[config.mk]
export PLATFORM = sky130hd
export DESIGN_NAME = band_ptt_ctrl
export DESIGN_NICKNAME = d
export VERILOG_FILES = /design/src/rtl/band_ptt_ctrl.sv
export SDC_FILE = /design/constraint.sdc
export NUM_CORES = 1
export LEC_CHECK = 0
export ABC_AREA = 1
export ABC_CLOCK_PERIOD_IN_PS = 6200
export CORE_MARGIN = 4
export CORE_UTILIZATION = 60
export DETAILED_ROUTE_END_ITERATION = 12
export GPL_TIMING_DRIVEN = 1
export MAX_ROUTING_LAYER = met4
export PLACE_DENSITY = 0.9
export SLEW_MARGIN = 15
export SYNTH_ARGS = -nofsm -noshare
export SYNTH_HDL_FRONTEND = slang
export SYNTH_SLANG_ARGS = --single-unit
[constraint.sdc]
create_clock -name clk -period 6.2 [get_ports clk]
set_clock_uncertainty 0.05 [all_clocks]
set_input_delay 1.24 -clock clk [delete_from_list [all_inputs] [get_ports clk]]
set_output_delay 1.24 -clock clk [all_outputs]
set_load 0.02 [all_outputs]
[src/rtl/band_ptt_ctrl.sv]
// Band/PTT front-end: synchronise + debounce raw band selector and PTT, gate band changes
// through a blanking interval, and lock out transmit after a time-out.
// Latency: raw -> ptt is 2 sync + DB_CYCLES debounce + 1 registered output cycles.
// No backpressure: free-running control path, all outputs registered.
//
// Ports:
//   clk          system clock
//   reset        asynchronous active-low reset (release synchronised internally)
//   band_sel     raw 3-bit band selector, asynchronous to clk
//   ptt_in       raw PTT, active-low
//   tot_en       1 enables the transmit time-out timer
//   band         band code to the mux (000 = off, 1xx = valid band)
//   ptt          PTT to the sequencer, active-low
//   tot_expired  high while in time-out lockout
//   busy         high while blanking between bands

// Synchroniser + debouncer for one raw input bus.
// Latency: 2 sync cycles, then DB_CYCLES stable samples before db_o updates.
// No backpressure.
module band_ptt_db #(
  parameter int unsigned W         = 1,
  parameter int unsigned DB_CYCLES = 1000,
  parameter logic [W-1:0] RST_VAL  = '0
) (
  input  logic         clk,
  input  logic         rst_n,
  input  logic [W-1:0] raw_i,
  output logic [W-1:0] db_o
);
  localparam int unsigned CW = $clog2(DB_CYCLES + 1);
  localparam logic [CW-1:0] CNT_LAST = CW'(DB_CYCLES - 1);

  logic [W-1:0]  s1_q, s2_q, s3_q, db_q;
  logic [CW-1:0] cnt_q, cnt_base_d;

  // A fresh change in the synchronised value restarts the stability count;
  // the current sample is then the first of the new run.
  always_comb begin
    cnt_base_d = cnt_q;
    if (s2_q != s3_q) cnt_base_d = '0;
  end

  always_ff @(posedge clk or negedge rst_n) begin
    if (!rst_n) begin
      s1_q  <= RST_VAL;
      s2_q  <= RST_VAL;
      s3_q  <= RST_VAL;
      db_q  <= RST_VAL;
      cnt_q <= '0;
    end else begin
      s1_q <= raw_i;
      s2_q <= s1_q;
      s3_q <= s2_q;
      if (s2_q == db_q) begin
        cnt_q <= '0;
      end else if (cnt_base_d == CNT_LAST) begin
        db_q  <= s2_q;
        cnt_q <= '0;
      end else begin
        cnt_q <= cnt_base_d + CW'(1);
      end
    end
  end

  assign db_o = db_q;
endmodule

module band_ptt_ctrl #(
  parameter int unsigned DB_CYCLES    = 1000,
  parameter int unsigned BLANK_CYCLES = 5000,
  parameter int unsigned TOT_CYCLES   = 60000000
) (
  input  logic       clk,
  input  logic       reset,
  input  logic [2:0] band_sel,
  input  logic       ptt_in,
  input  logic       tot_en,
  output logic [2:0] band,
  output logic       ptt,
  output logic       tot_expired,
  output logic       busy
);
  localparam int unsigned BW = $clog2(BLANK_CYCLES + 1);
  localparam int unsigned TW = $clog2(TOT_CYCLES + 1);
  localparam logic [BW-1:0] BLANK_LAST = BW'(BLANK_CYCLES - 1);
  localparam logic [TW-1:0] TOT_LAST   = TW'(TOT_CYCLES - 1);

  typedef enum logic [1:0] {S_RX, S_BLANK, S_TX, S_LOCK} state_t;

  // Reset asserts immediately through the async clear, releases two clocks later.
  logic rst_meta_q, rst_sync_q;
  always_ff @(posedge clk or negedge reset) begin
    if (!reset) begin
      rst_meta_q <= 1'b0;
      rst_sync_q <= 1'b0;
    end else begin
      rst_meta_q <= 1'b1;
      rst_sync_q <= rst_meta_q;
    end
  end

  logic [2:0] band_db;
  logic       ptt_db;

  band_ptt_db #(.W(3), .DB_CYCLES(DB_CYCLES), .RST_VAL(3'b000)) u_band_db (
    .clk   (clk),
    .rst_n (rst_sync_q),
    .raw_i (band_sel),
    .db_o  (band_db)
  );

  band_ptt_db #(.W(1), .DB_CYCLES(DB_CYCLES), .RST_VAL(1'b1)) u_ptt_db (
    .clk   (clk),
    .rst_n (rst_sync_q),
    .raw_i (ptt_in),
    .db_o  (ptt_db)
  );

  state_t        state_q;
  logic [2:0]    cur_band_q, blank_tgt_q, band_q;
  logic [BW-1:0] blank_cnt_q;
  logic [TW-1:0] tot_cnt_q;
  logic          ptt_q, tot_exp_q, busy_q;
  logic          cur_valid;

  assign cur_valid = cur_band_q[2];

  always_ff @(posedge clk or negedge rst_sync_q) begin
    if (!rst_sync_q) begin
      state_q     <= S_RX;
      cur_band_q  <= 3'b000;
      blank_tgt_q <= 3'b000;
      band_q      <= 3'b000;
      blank_cnt_q <= '0;
      tot_cnt_q   <= '0;
      ptt_q       <= 1'b1;
      tot_exp_q   <= 1'b0;
      busy_q      <= 1'b0;
    end else begin
      case (state_q)
        S_RX: begin
          if (band_db != cur_band_q) begin
            state_q     <= S_BLANK;
            band_q      <= 3'b000;
            busy_q      <= 1'b1;
            ptt_q       <= 1'b1;
            blank_cnt_q <= BLANK_LAST;
            blank_tgt_q <= band_db;
          end else if (!ptt_db && cur_valid) begin
            state_q   <= S_TX;
            ptt_q     <= 1'b0;
            tot_cnt_q <= '0;
            band_q    <= cur_band_q;
          end else begin
            ptt_q  <= 1'b1;
            band_q <= cur_valid ? cur_band_q : 3'b000;
          end
        end

        S_BLANK: begin
          // Any further selector movement restarts a full blank interval so the
          // relays always get the whole settle time after the last change.
          if (band_db != blank_tgt_q) begin
            blank_cnt_q <= BLANK_LAST;
            blank_tgt_q <= band_db;
          end else if (blank_cnt_q == '0) begin
            state_q    <= S_RX;
            cur_band_q <= blank_tgt_q;
            band_q     <= blank_tgt_q[2] ? blank_tgt_q : 3'b000;
            busy_q     <= 1'b0;
          end else begin
            blank_cnt_q <= blank_cnt_q - BW'(1);
          end
        end

        S_TX: begin
          // Release wins over a simultaneous time-out.
          if (ptt_db) begin
            state_q   <= S_RX;
            ptt_q     <= 1'b1;
            tot_cnt_q <= '0;
          end else if (tot_en) begin
            tot_cnt_q <= tot_cnt_q + TW'(1);
            if (tot_cnt_q == TOT_LAST) begin
              state_q   <= S_LOCK;
              ptt_q     <= 1'b1;
              tot_exp_q <= 1'b1;
            end
          end else begin
            tot_cnt_q <= '0;
          end
        end

        S_LOCK: begin
          if (ptt_db) begin
            state_q   <= S_RX;
            tot_exp_q <= 1'b0;
            tot_cnt_q <= '0;
          end
        end

        default: begin
          state_q <= S_RX;
        end
      endcase
    end
  end

  assign band        = band_q;
  assign ptt         = ptt_q;
  assign tot_expired = tot_exp_q;
  assign busy        = busy_q;
endmodule

## Word-level counts from Yosys, hierarchy flattened

Cells that the tools add are included.

- Register bits: 91
- Bits in latches: 0
- RAM bits: 0
- ROM bits: 0
- Bits of input ports: 7
- Output and inout port bits: 6
- Word-level logic and storage cells: 121
- Memories kept: 0

- Add/subtract/negate cells: 4
- Multiply operators: 0
- Div/mod/pow operators: 0
- Magnitude comparators: 0
- Equal/unequal tests: 26
- Shift operators: 0
- Multiplexer cells: 48
- Bitwise operators: 3
- Reductions and logical operators: 19

Operator list:

| cell | count |
|---|---|
| 26-bit 2-to-1 mux | 5 |
| 26-bit case mux with 3 select lines | 1 |
| 10-bit 2-to-1 mux | 6 |
| 13-bit 2-to-1 mux | 3 |
| 26-bit by 1-bit adder with 26-bit output, second input constant | 1 |
| 26-bit == test, second input constant | 1 |
| 13-bit case mux with 2 select lines | 1 |
| 3-bit 2-to-1 mux | 8 |
| 10-bit by 1-bit adder with 10-bit output, second input constant | 2 |
| 10-bit == test, second input constant | 2 |
| 2-bit != test, second input constant | 9 |
| 2-bit 2-to-1 mux | 8 |
| 3-bit AND reduction | 5 |
| 13-bit zero test | 1 |
| 13-bit by 1-bit subtractor with 13-bit output, second input constant | 1 |
| 3-bit case mux with 2 select lines | 2 |
| 1-bit 2-to-1 mux | 10 |
| 3-bit != test | 3 |
| 2-bit case mux with 4 select lines | 1 |
| 4-bit AND reduction | 2 |
| 3-bit by 2-bit != test with 1-bit output, second input constant | 2 |
| 3-bit != test, second input constant | 2 |
| 1-bit case mux with 2 select lines | 3 |
| 6-bit AND reduction | 1 |
| other kinds (14) | 20 |

## Logic depth before layout (Yosys ltp)

- Word-level depth: 5
- Depth in mapped cells: 14
- Mapped depth without buffers: 14

## By module

A second synthesis with hierarchy kept.

- Cells, all modules: 719
- Area, all modules: 5402.7 sq um

By module, submodules not included:

| module | times used | cells an instance | area an instance (sq um) | seq. area each (sq um) |
|---|---|---|---|---|
| band_ptt_ctrl | 1 | 488 | 3445.8 | 1377.6 |
| band_ptt_db at u_band_db | 1 | 127 | 1151.1 | 550.5 |
| band_ptt_db at u_ptt_db | 1 | 104 | 805.8 | 355.3 |

## Worst setup path after synthesis

No wires, ideal clock.

- Path type: input port to flip-flop
- From: input port tot_en
- To: register tot_cnt_q[3]
- Setup time: 0.122 ns
- Arrival: 1.841 ns
- Required time: 6.028 ns
- Setup slack: 4.187 ns
- Stages: 7
- Path buffers: 1
- Path through: inv_1 nor2_2 nor2_2 inv_2 buf_4 nand2_1 nor2_1

- Cells in the longest elaborated chain, start to end: 3

RTL lines:

| element | line | RTL |
|---|---|---|
| start, declared | 77 | `input logic tot_en,` |
| 26-bit 2-to-1 mux | 182 | `end else if (tot_en) begin` |
| 26-bit 2-to-1 mux | 178 | `if (ptt_db) begin` |
| 26-bit case mux with 3 select lines | 140 | `case (state_q)` |
| end signal, assigned | 183 | `tot_cnt_q <= tot_cnt_q + TW'(1);` |
| end, declared | 122 | `logic [TW-1:0] tot_cnt_q;` |

Every way passes these cells.
A chain may end at the register's enable or synchronous reset.

## Worst setup path in the final report

- From: register ptt_q, in the netlist ptt
- To: output port ptt

RTL lines:

| element | line | RTL |
|---|---|---|
| start, declared | 123 | `logic ptt_q, tot_exp_q, busy_q;` |
| start signal, assigned | 136 | `ptt_q <= 1'b1;` |
| start signal, assigned | 146 | `ptt_q <= 1'b1;` |
| start signal, assigned | 151 | `ptt_q <= 1'b0;` |
| end, declared | 79 | `output logic ptt,` |

No word-level cell between the ends.

==> out/metrics.csv <==
metric,value,unit
status,"complete, no violations",
cts hold-fix bufs,0,
CORE AREA,8220,um^2
CP peak stage delay,0.61,ns
Final min period,2.80,ns
HPWL after DPL,8220,um
DIE AREA,9980,um^2
Worst-path clk slew,0.11,ns
YS warnings,0,
Initial Utilization,61.7,%
#FFs+latches synth,91,
Register Area,2290,um^2
Row Count,33,
Root Buffer,clkbuf_8,
pwr/cell area,194,nW/um^2
CP max stage cell,clkdlybuf4s50_1,
Most used DFF post-synth,dfrtp_1,
DRC violations left,0,
leak pwr,2.73,nW
clock buffer depth,2,
Worst VDD drop,0.126,mV
# setup viols final,0,
WP data arrival,1.51,ns
I/O pin cnt,13,
post-CTS sizing,0,
Synth top area share,42.5,%
Slew headroom,48.3,%
worst hold path type,register to async pin,
Post-CTS Setup Inserts,0,
Layout area overhead,8.17,%
Layout Cells excl Fill,830,
total negative slack,0,ns
asr flop ratio synth,100,%
number of port buffers,12,
mapped cell area,5070,um^2
drt via density,5.40,
placed insts,814,
"critical path, cell by cell",clkdlybuf4s50_1,
crit path kind,register to output pin,
CP endpoint kind,output pin,
Yosys top cell by area,dfrtp_1,
crit start category,register,
DRT antenna net count,0,
CP bufs+invs,1,
ANT cells,0,
area of the multi-input gates,2340,um^2
most frequent cell after synthesis,nand2_1,
drt wl/cell,13.4,um
largest cells by area after synthesis,"dfrtp_1, nand2_1, nor2_1, inv_1, nand3_1",
FILL cells,694,
initial antenna violation count,0,
syn_area_per_cell,7.19,um^2
Final period util,45.1,%
final hold vios,0,
maxcap violations,0,
Mapped Nets,717,
Die X,99.9,um
total gr overflow,0,
Synth cell types,32,
number of global-route vias before repair,4587,
Die Y,99.9,um
CTS buffer count,9,
Slew @ Worst Pin,0.776,ns
CTS H-tree lvls,3,
Sink Count,91,
largest net degree at the start of global routing,64,
CTS tree,done,
vias,4484,
cells after synthesis,705,
Post-synth EDFFs,0,
1st-iter DRT viols,304,
FMAX,357,MHz
Final GP Congestion,0.929,
Clock Latency Late Sink,0.37,ns
Initial DRT Pass Iterations,5,
nets,732,
first-pass GRT wire length,20100,um
most instantiated cells after synthesis,"nand2_1, nor2_1, inv_1, dfrtp_1, nand3_1",
Final Max Tran Viols,0,
layout cells sized above 1,5.66,%
GRT Overall Usage,25.3,%
crit-path max FO,2,
Design Power,0.00107,W
critical path's top delay family,buffers and inverters,
drt total wl,11200,um
RSZ-0062 raised after global routing,false,
CP required,4.91,ns
Final Core Density,66.7,%
post-synthesis sequential area ratio,45.1,%
==> layout make-up <==
| type | count | area share (%) |
|---|---|---|
| inverters | 104 | 7.12 |
| repair buffers | 13 | 2.33 |
| multi-input cells | 501 | 42.7 |
| well taps | 105 | 2.40 |
| clock buffers | 9 | 2.26 |
| clock inverters | 7 | 1.48 |
| flip-flops and latches | 91 | 41.7 |
==> worst paths after layout <==
kind	slack (ns)	endpoint	startpoint	depth (start not counted)
worst min register to register	0.18	u_ptt_db.cnt_q[7]	rst_sync_q	0
worst max register to register	3.68	tot_cnt_q[9]	u_band_db.db_o[1]	9
worst min-delay path	0.18	u_ptt_db.cnt_q[7]	rst_sync_q	0
worst max-delay path	3.40	ptt	ptt	1
max in group asynchronous	4.81	u_band_db.cnt_q[3]	rst_sync_q	1
min in group clk	0.30	u_band_db.s2_q[1]	u_band_db.s1_q[1]	0
==> flip-flops by register name (all words and copies together), names as in the netlist, 3 cells and up <==
signal / count
u_band_db.db_o: 3
band: 3
u_band_db.s3_q: 3
u_band_db.s1_q: 3
blank_cnt_q: 13
u_band_db.s2_q: 3
blank_tgt_q: 3
cur_band_q: 3
tot_cnt_q: 26
u_band_db.cnt_q: 10
u_ptt_db.cnt_q: 10
==> power breakdown <==
part / switching [W] / internal, W
clock network: 0.000233 / 0.000193
registers: 0.00000731 / 0.000601
logic: 0.0000230 / 0.00000912
total: 0.000263 / 0.000803
==> routing by layer <==
| layer | share of wire (%) | routed length (um) | track usage (%) | up-vias |
|---|---|---|---|---|
| li1 | - | - | - | 2239 |
| met1 | 44 | 4900 | 30.6 | 2103 |
| met2 | 50 | 5600 | 43.2 | 125 |
| met3 | 4.2 | 472 | 4.52 | 17 |
| met4 | 1.6 | 178 | 8.30 | 0 |
| met5 | 0 | 0 | - | - |
==> cells in the final DEF (no fill, tap or decap), types with 2 or more instances in the layout <==
cell type	instances
nand2_1	193
nor2_1	121
inv_1	98
dfrtp_1	85
nand3_1	44
o21ai_0	32
nor3_1	22
nand4_1	19
xor2_1	15
xnor2_1	12
o21ai_1	12
clkdlybuf4s50_1	12
clkbuf_8	9
inv_2	6
ha_1	5
dfstp_2	5
a21oi_1	4
nor3b_1	3
nor2_2	3
nand2_2	3
o22ai_1	3
nor2_4	2
clkinvlp_4	2
inv_8	2
==> per-stage QoR <==
step           setup slack, ns  area, um^2  hold WS (ns)
3_5_place_dp              3.33        5280         0.196
4_1_cts                   3.37        5480         0.198
2_1_floorplan             3.44        5070         0.281
6_report                  3.40        5480         0.181
5_1_grt                   3.35        5480         0.219
3_3_place_gp              3.42        5280         0.189
==> cell families after synthesis <==
logic type	after synthesis	synth area share (%)
flip-flops	91	45.1
adder cells (fa/ha/maj)	5	1.23
AND/OR/NAND/NOR	414	34.6
AO/OA/AOI/OAI	54	5.61
buffers and inverters	113	8.77
XOR/XNOR	27	4.67
other	1	0.0740
No activity file was read; power rests on OpenSTA's default activity.
